**config.mk**
```make
export PLATFORM = sky130hd
export DESIGN_NAME = bcd_seg7_scan
export DESIGN_NICKNAME = d
export VERILOG_FILES = /design/src/rtl/seg7_pkg.sv /design/src/rtl/seg7_decode.sv /design/src/rtl/bcd_seg7_scan.sv
export SDC_FILE = /design/constraint.sdc
export NUM_CORES = 1
export LEC_CHECK = 0
export ABC_AREA = 1
export CORE_ASPECT_RATIO = 0.9
export CORE_UTILIZATION = 45
export DETAILED_ROUTE_END_ITERATION = 6
export GPL_ROUTABILITY_DRIVEN = 0
export PLACE_DENSITY = 0.73
export SLEW_MARGIN = 20
export SYNTH_ARGS = -nofsm -noshare
export SYNTH_HDL_FRONTEND = slang
export SYNTH_SLANG_ARGS = --single-unit
```
**constraint.sdc**
```tcl
create_clock -name clk -period 2.5 [get_ports clk]
set_input_delay 0.5 -clock clk [delete_from_list [all_inputs] [get_ports clk]]
set_output_delay 0.5 -clock clk [all_outputs]
set_load 0.02 [all_outputs]
```
**src/rtl/seg7_pkg.sv**
```systemverilog
// Shared constants and types for 7-segment display blocks: segment patterns
// (active low, {g,f,e,d,c,b,a}), digit index type and packed BCD field offsets.
package seg7_pkg;

    localparam logic [6:0] SEG_DIGIT [0:9] = '{
        7'h40, 7'h79, 7'h24, 7'h30, 7'h19,
        7'h12, 7'h02, 7'h78, 7'h00, 7'h10
    };
    localparam logic [6:0] SEG_BLANK = 7'h7F;
    localparam logic [6:0] SEG_DASH  = 7'h3F;

    typedef logic [1:0] digit_idx_t;

    localparam int ON_LSB = 0;
    localparam int TE_LSB = 4;
    localparam int HU_LSB = 8;
    localparam int TH_LSB = 12;

endpackage

```
**src/rtl/seg7_decode.sv**
```systemverilog
// Combinational BCD nibble to active-low 7-segment decoder; non-decimal
// nibbles render as a dash.
module seg7_decode
    import seg7_pkg::*;
(
    input  logic [3:0] i_nibble,
    output logic [6:0] o_seg
);

    always_comb begin
        o_seg = SEG_DASH;
        case (i_nibble)
            4'd0: o_seg = SEG_DIGIT[0];
            4'd1: o_seg = SEG_DIGIT[1];
            4'd2: o_seg = SEG_DIGIT[2];
            4'd3: o_seg = SEG_DIGIT[3];
            4'd4: o_seg = SEG_DIGIT[4];
            4'd5: o_seg = SEG_DIGIT[5];
            4'd6: o_seg = SEG_DIGIT[6];
            4'd7: o_seg = SEG_DIGIT[7];
            4'd8: o_seg = SEG_DIGIT[8];
            4'd9: o_seg = SEG_DIGIT[9];
            default: o_seg = SEG_DASH;
        endcase
    end

endmodule

```
**src/rtl/bcd_seg7_scan.sv**
```systemverilog
// Four-digit common-anode scanner for a packed BCD score word, double-buffered
// so frames never tear. Define SEG_LZB_EN to enable leading-zero blanking.
module bcd_seg7_scan
    import seg7_pkg::*;
#(
    parameter int REFRESH_DIV = 100000,
    parameter int BLANK_CYC   = 4
) (
    input  logic        clk,
    input  logic        rst,
    input  logic [13:0] bcd_in,
    input  logic        load,
    output logic [3:0]  an,
    output logic [6:0]  seg,
    output logic        dp,
    output logic        frame_done
);

    localparam int PW = (REFRESH_DIV > 2) ? $clog2(REFRESH_DIV) : 1;
    localparam logic [PW-1:0] PRESC_TC = PW'(REFRESH_DIV - 1);
    localparam logic [PW-1:0] BLANK_TH = PW'(BLANK_CYC);

    logic [PW-1:0] r_presc;
    digit_idx_t    r_idx;
    logic [13:0]   r_pend;
    logic [13:0]   r_disp;
    logic [3:0]    r_an;
    logic [6:0]    r_seg;

    logic          w_tc;
    logic          w_frame;
    logic [3:0]    w_nib;
    logic [6:0]    w_seg;
    logic          w_lz;

    assign w_tc    = (r_presc == PRESC_TC);
    assign w_frame = w_tc && (r_idx == 2'd3);

    always_comb begin
        w_nib = '0;
        case (r_idx)
            2'd0: w_nib = r_disp[ON_LSB +: 4];
            2'd1: w_nib = r_disp[TE_LSB +: 4];
            2'd2: w_nib = r_disp[HU_LSB +: 4];
            2'd3: w_nib = {2'b00, r_disp[TH_LSB +: 2]};
            default: w_nib = '0;
        endcase
    end

`ifdef SEG_LZB_EN
    // A digit is blanked when it and every higher-order digit are zero; ones never.
    logic w_th_z, w_hu_z, w_te_z;
    assign w_th_z = (r_disp[TH_LSB +: 2] == 2'd0);
    assign w_hu_z = w_th_z && (r_disp[HU_LSB +: 4] == 4'd0);
    assign w_te_z = w_hu_z && (r_disp[TE_LSB +: 4] == 4'd0);

    always_comb begin
        w_lz = 1'b0;
        case (r_idx)
            2'd3: w_lz = w_th_z;
            2'd2: w_lz = w_hu_z;
            2'd1: w_lz = w_te_z;
            default: w_lz = 1'b0;
        endcase
    end
`else
    assign w_lz = 1'b0;
`endif

    seg7_decode u_decode (
        .i_nibble (w_nib),
        .o_seg    (w_seg)
    );

    always_ff @(posedge clk) begin
        if (rst) begin
            r_presc <= '0;
            r_idx   <= 2'd0;
            r_pend  <= '0;
            r_disp  <= '0;
            r_an    <= 4'b1111;
            r_seg   <= SEG_BLANK;
        end else begin
            r_presc <= w_tc ? '0 : r_presc + 1'b1;
            if (w_tc)
                r_idx <= r_idx + 2'd1;
            if (load)
                r_pend <= bcd_in;
            // A load landing on the boundary bypasses pending so it is not lost a frame.
            if (w_frame)
                r_disp <= load ? bcd_in : r_pend;
            if (r_presc < BLANK_TH) begin
                r_an  <= 4'b1111;
                r_seg <= SEG_BLANK;
            end else begin
                r_an  <= ~(4'b0001 << r_idx);
                r_seg <= w_lz ? SEG_BLANK : w_seg;
            end
        end
    end

    assign an         = r_an;
    assign seg        = r_seg;
    assign dp         = 1'b1;
    assign frame_done = w_frame;

endmodule
```
# After elaboration in Yosys (flattened, before gate mapping)
# Memories as Yosys holds them, arrays and structs flattened. A register that Yosys moved wholly into a read port is not among the register bits.
# Index checks and enable logic that the tools add are counted.
dict set report totals {
  n_memories 1
  output_inout_bits 13
  in_bits 17
  register_bits 51
  mem_bits_ro 112
}
dict set report classes {
  n_reduce_logical 4
  order_cmp 1
  shifts 1
  muxes 2
  eq_ne 4
  n_addsub 2
  bitwise_logic 1
}
# memory words word_bits rd rd_ports_with_merged_regs wr line_no
set memory_table {}
lappend memory_table {{(no name shown)} 16 7 1 1 0 seg7_decode.sv:12} ;# case (i_nibble)
# op count
set op_table {}
lappend op_table {{17-bit by 1-bit adder with 17-bit output (second input constant)} 1}
lappend op_table {{17-bit equality test (second input constant)} 1}
lappend op_table {{17-bit by 3-bit < comparator with 1-bit output (second input constant)} 1}
lappend op_table {{4-bit one-hot mux with 4 select lines} 1}
lappend op_table {{14-bit two-way mux} 1}
lappend op_table {{2-bit equality test (second input constant)} 2}
lappend op_table {{4-bit inverter} 1}
lappend op_table {{2-bit OR reduction} 2}
lappend op_table {{1-bit by 2-bit left shift with 4-bit output (first input constant)} 1}
lappend op_table {{2-bit by 1-bit adder with 2-bit output (second input constant)} 1}
lappend op_table {{2-bit by 1-bit equality test with 1-bit output (second input constant)} 1}
lappend op_table {{2-bit zero test} 1}
lappend op_table {{1-bit logical AND} 1}

# Logic depth before layout (Yosys ltp)
dict set report depth {
  word_depth 2
  ltp_mapped 10
  ltp_nobuf 10
}

# Cells and area by module
# A second synthesis with hierarchy kept.
dict set report unflattened {
  hier_cells 408
  area_unflattened_um2 2861.5
}
# module n_inst cells_each area_per_inst_um2
set modules_own_cells {}
lappend modules_own_cells {bcd_seg7_scan 1 373 2675.1}
lappend modules_own_cells {seg7_decode 1 35 186.4}

# Worst setup path after synthesis
# OpenSTA, ideal clock, no wires.
dict set report synth_path {
  kind {reg-to-reg}
  startpoint {register r_idx[0]}
  endpoint {register r_seg[3], in the netlist seg[3]}
  stages_incl_launch_ff 11
  slack_ns 0.655
  required_time_ns 2.440
  arrival_ns 1.784
  path_buffers 0
  cell_sequence {dfxtp_1 inv_1 ha_1 inv_1 nand2_1 o21bai_1 ha_1 or2_2 nand2_1 nand2_1 nand2_1}
}
dict set report synth_between {
  elab_chain_len 2
  elab_cells_between_ends 5
  cone_classes {eq/ne (3); mux (1); reduce/logical (1)}
}
# element line_no
set synth_lines {}
lappend synth_lines {{from (decl)} bcd_seg7_scan.sv:24} ;# digit_idx_t r_idx;
lappend synth_lines {{from (signal assigned)} bcd_seg7_scan.sv:86} ;# r_idx <= r_idx + 2'd1;
lappend synth_lines {{2-bit equality test (tied with other cells)} bcd_seg7_scan.sv:41} ;# case (r_idx)
lappend synth_lines {{4-bit one-hot mux with 4 select lines (*)} bcd_seg7_scan.sv:41}
lappend synth_lines {{to (decl)} bcd_seg7_scan.sv:28} ;# logic [6:0] r_seg;
# Every way passes the cells marked *; elsewhere a longest branch is shown, timed or not.
# A chain may end at the register's enable or synchronous reset.

# Final worst setup path
dict set report layout_path {
  startpoint {register r_presc[14]}
  endpoint {output frame_done}
}
dict set report layout_between {
  elab_chain_len 2
}
# element line_no
set layout_lines {}
lappend layout_lines {{from (decl)} bcd_seg7_scan.sv:23} ;# logic [PW-1:0] r_presc;
lappend layout_lines {{from (signal assigned)} bcd_seg7_scan.sv:84} ;# r_presc <= w_tc ? '0 : r_presc + 1'b1;
lappend layout_lines {{17-bit equality test} bcd_seg7_scan.sv:36} ;# assign w_tc = (r_presc == PRESC_TC);
lappend layout_lines {{1-bit logical AND} bcd_seg7_scan.sv:37} ;# assign w_frame = w_tc && (r_idx == 2'd3);
lappend layout_lines {{to (decl)} bcd_seg7_scan.sv:16} ;# output logic frame_done
# Every way passes these cells.

==> qor.tcl <==
set qor(status) {finished clean}
set qor(track_usage_pct) 19.02
set qor(synth_ff_type) {sky130_fd_sc_hd__dfxtp_1}
set qor(cp_data_required_time_ps) 2000
set qor(yosys.area.top_type_share_pct) 40.28
set qor(internal_power_mw) 1.534
set qor(critical-path-slowest-cell) {sky130_fd_sc_hd__dfxtp_1}
set qor(die-area_sq_um) 6730
set qor(detailedRoute.firstPassIterationCount) 6
set qor(clock_power_share_pct) 45.5
set qor(arr_time_crit_path_ps) 1610
set qor(ys_types) 33
set qor(fillCellCount) 614
set qor(crit_type) {reg2out}
set qor(floorplan.initialDensity_pct) 46.89
set qor(fin_worst_skew_ps) 9.825
set qor(syn_area_per_cell_sq_um) 6.735
set qor(ant_nets) 0
set qor(clock_tree.htree_level_count) 3
set qor(syn2layout_area_growth_pct) 19.05
set qor(cts_tree) {done}
set qor(synth-edff-count) 0
set qor(grt_antenna_before_repair) 0
set qor(area_of_the_multi_input_gates_sq_um) 1361
set qor(worstPathBufferInverterCount) 1
set qor(power.leakage_nw) 1.544
set qor(die_y_microns) 77.93
set qor(worst_hold_path_type) {reg2reg}
set qor(clock-sinks) 58
set qor(maxSlewViolCount) 0
set qor(drive_gt1_share_pct) 8.874
set qor(max_cap_viol_count) 0
set qor(cp_cell_sequence) {nor2_1 > nand2_1 > nor4_1 > nand3_1 > nor2_1 > dlymetal6s2s_1}
set qor(die_width_microns) 86.37
set qor(switchingPower_uw) 420.2
set qor(power.share.combinational_pct) 5.6
set qor(worst_path_most_repeated_cell) {sky130_fd_sc_hd__nor2_1}
set qor(postRouteWirelength_microns) 5561
set qor(maximum_number_of_pins_on_one_net_before_global_route_repair) 29
set qor(finalWorstPathRequiredPeriod_ps) 2106
set qor(post_synth_inst_count) 428
set qor(final_setup_violations) 0
set qor(grt-ovfl-total) 0
set qor(postSynthNetCount) 454
set qor(ys.warnings.count) 0
set qor(path_max_fanout) 3
set qor(end_of_flow_core_utilization_pct) 55.82
set qor(async_flop_share_pct) 0
set qor(power_density_nw_per_um2) 569.3
set qor(avgRoutedWirePerCell_microns) 10.13
set qor(floorplan.core_area_sq_um) 6148
set qor(cts.reportedPaths.clkPinSlew_ps) 70
set qor(netlist_top_cells_area) {sky130_fd_sc_hd__dfxtp_1 (40%), sky130_fd_sc_hd__nand2_1 (16%), sky130_fd_sc_hd__inv_1 (8.7%), sky130_fd_sc_hd__nor2_1 (7.6%), sky130_fd_sc_hd__ha_1 (3.9%)}
set qor(numCtsBuffers) 9
set qor(most_repeated_cell_in_the_gate_level_netlist_after_synthesis) {sky130_fd_sc_hd__nand2_1}
set qor(cp_slowest_stage_delay_ps) 330
set qor(grt_pass1_wl_microns) 9915
set qor(post-synth-top-area-cell) {sky130_fd_sc_hd__dfxtp_1}
set qor(final-seq-area_sq_um) 1162
set qor(floorplan.io_pins) 30
set qor(final.setup.tns_ps) 0
set qor(worstSetupEndpointType) {primary output}
set qor(seq_power_share_pct) 48.9
set qor(syn_area_sq_um) 2883
set qor(post-route-drc-count) 0
set qor(fin_crit_sh_pct) 84.22
set qor(initialDrtViolationCount) 85
set qor(worst_path_dominant_cell_family) {simple AND/OR/NAND/NOR gates}
set qor(finish.net_count) 484
set qor(insertedDiodeCount) 0
set qor(synth_common_cells) {sky130_fd_sc_hd__nand2_1 (120), sky130_fd_sc_hd__inv_1 (67), sky130_fd_sc_hd__dfxtp_1 (58), sky130_fd_sc_hd__nor2_1 (58), sky130_fd_sc_hd__o21ai_0 (19)}
set qor(io_buffer_count) 28
set qor(vias) 2546
set qor(p_sw_share_pct) 21.50
set qor(post_drt_via_cell_ratio) 4.638
set qor(synth_seq_cells) 58
set qor(cts_setup_buffers) 0
set qor(placement_rows) 27
set qor(seq_area_frac_synth_pct) 40.28
set qor(dp.final_hpwl_microns) 4033
set qor(vdd_drop_max_v) 0.0003145
set qor(worst_skew_pair.late_latency_ps) 340
set qor(setup.worst_path.start_class) {flip-flop}
set qor(final-hold-violation-count) 0
set qor(holdWs_ps) 444.9
set qor(cts-root-buf) {sky130_fd_sc_hd__clkbuf_8}
set qor(fmax_ghz) 0.4749
set qor(rsz_0062_raised_after_global_routing) {false}
set qor(clock_tree.buffer_depth) 2
set qor(first_global_vias) 2348
-- state kept, by name, indices dropped and copies added, names as in the netlist --
register	cells
r_idx	2
r_presc	17
seg	7
an	4
r_disp	14
r_pend	14
-- metrics by stage --
step | power [mW] | instance area [sq um] | setup slack (ps) | std cells
finish | 1.954 | 3432 | 394.5 | 549
global route | 2.032 | 3432 | 225.4 | 549
detailed placement | 1.086 | 3224 | 378.8 | 534
global placement | 1.083 | 3224 | 369.9 | 534
floorplan | 1.038 | 2883 | 655.4 | 428
CTS | 1.972 | 3430 | 30.01 | 549
-- worst paths after layout --
path	from	end	slack, ps	cells past startpoint
max	r_presc[14]	frame_done	390	6
min	r_presc[0]	r_presc[0]	440	1
max reg2reg	r_idx[0]	seg[3]	400	10
min reg2reg	r_presc[0]	r_presc[0]	440	1
-- cell families (layout without fill, tap and decap cells) --
| group | count (synthesis) | count (layout) | synth area share [%] |
|---|---|---|---|
| XOR/XNOR | 2 | 2 | 0.6077 |
| buffers and inverters | 88 | 122 | 12.50 |
| AND/OR/NAND/NOR | 237 | 237 | 36.42 |
| AO/OA/AOI/OAI | 33 | 33 | 6.163 |
| other | 1 | 1 | 0.1301 |
| flip-flops | 58 | 58 | 40.28 |
| adder cells (fa/ha/maj) | 9 | 9 | 3.906 |
-- cells in the final DEF (no fill, tap or decap), types with 2 or more instances in the layout --
cell type / instances
sky130_fd_sc_hd__nand2_1: 120
sky130_fd_sc_hd__inv_1: 67
sky130_fd_sc_hd__nor2_1: 58
sky130_fd_sc_hd__dfxtp_1: 57
sky130_fd_sc_hd__clkdlybuf4s50_1: 27
sky130_fd_sc_hd__o21ai_0: 19
sky130_fd_sc_hd__nand3_1: 18
sky130_fd_sc_hd__nand4_1: 18
sky130_fd_sc_hd__clkbuf_8: 12
sky130_fd_sc_hd__a21oi_1: 10
sky130_fd_sc_hd__ha_1: 9
sky130_fd_sc_hd__nor3_1: 7
sky130_fd_sc_hd__inv_2: 6
sky130_fd_sc_hd__buf_4: 4
sky130_fd_sc_hd__or2_2: 3
sky130_fd_sc_hd__nor4_1: 2
sky130_fd_sc_hd__nand2_2: 2
sky130_fd_sc_hd__nand3_2: 2
sky130_fd_sc_hd__clkinv_2: 2
sky130_fd_sc_hd__nor2_4: 2
sky130_fd_sc_hd__nand2_4: 2
-- timing repair --
item                                    CTS  global route
gates resized for setup                   1             1
endpoints found under the setup margin    1             1
hold endpoints to repair                  0             0
hold buffers                              0             0
-- layout make-up --
cell class                      instances  area share, %
Inverter                               75          8.239
Multi-Input combinational cell        282          39.66
Timing Repair Buffer                   32          9.114
Sequential cell                        58          33.87
Clock inverter                          2          1.021
Clock buffer                           13          4.922
Tap cell                               87          3.172
-- per-layer routing --
metal / wire length [microns] / vias to the layer above / global-route usage [%]
li1: - / 1381 / -
met1: 2692 / 1082 / 23.54
met2: 2459 / 71 / 29.44
met3: 310 / 12 / 6.489
met4: 99 / 0 / 9.167
met5: 0 / - / 0
-- power by group through the flow --
stage	clock network, mW	registers, mW	logic (mW)
floorplan	0	0.979	0.0593
global placement	0	0.975	0.108
detailed placement	0	0.976	0.110
CTS	0.907	0.955	0.110
global route	0.949	0.957	0.126
finish	0.890	0.955	0.109
(Power assumes the default switching activity.)
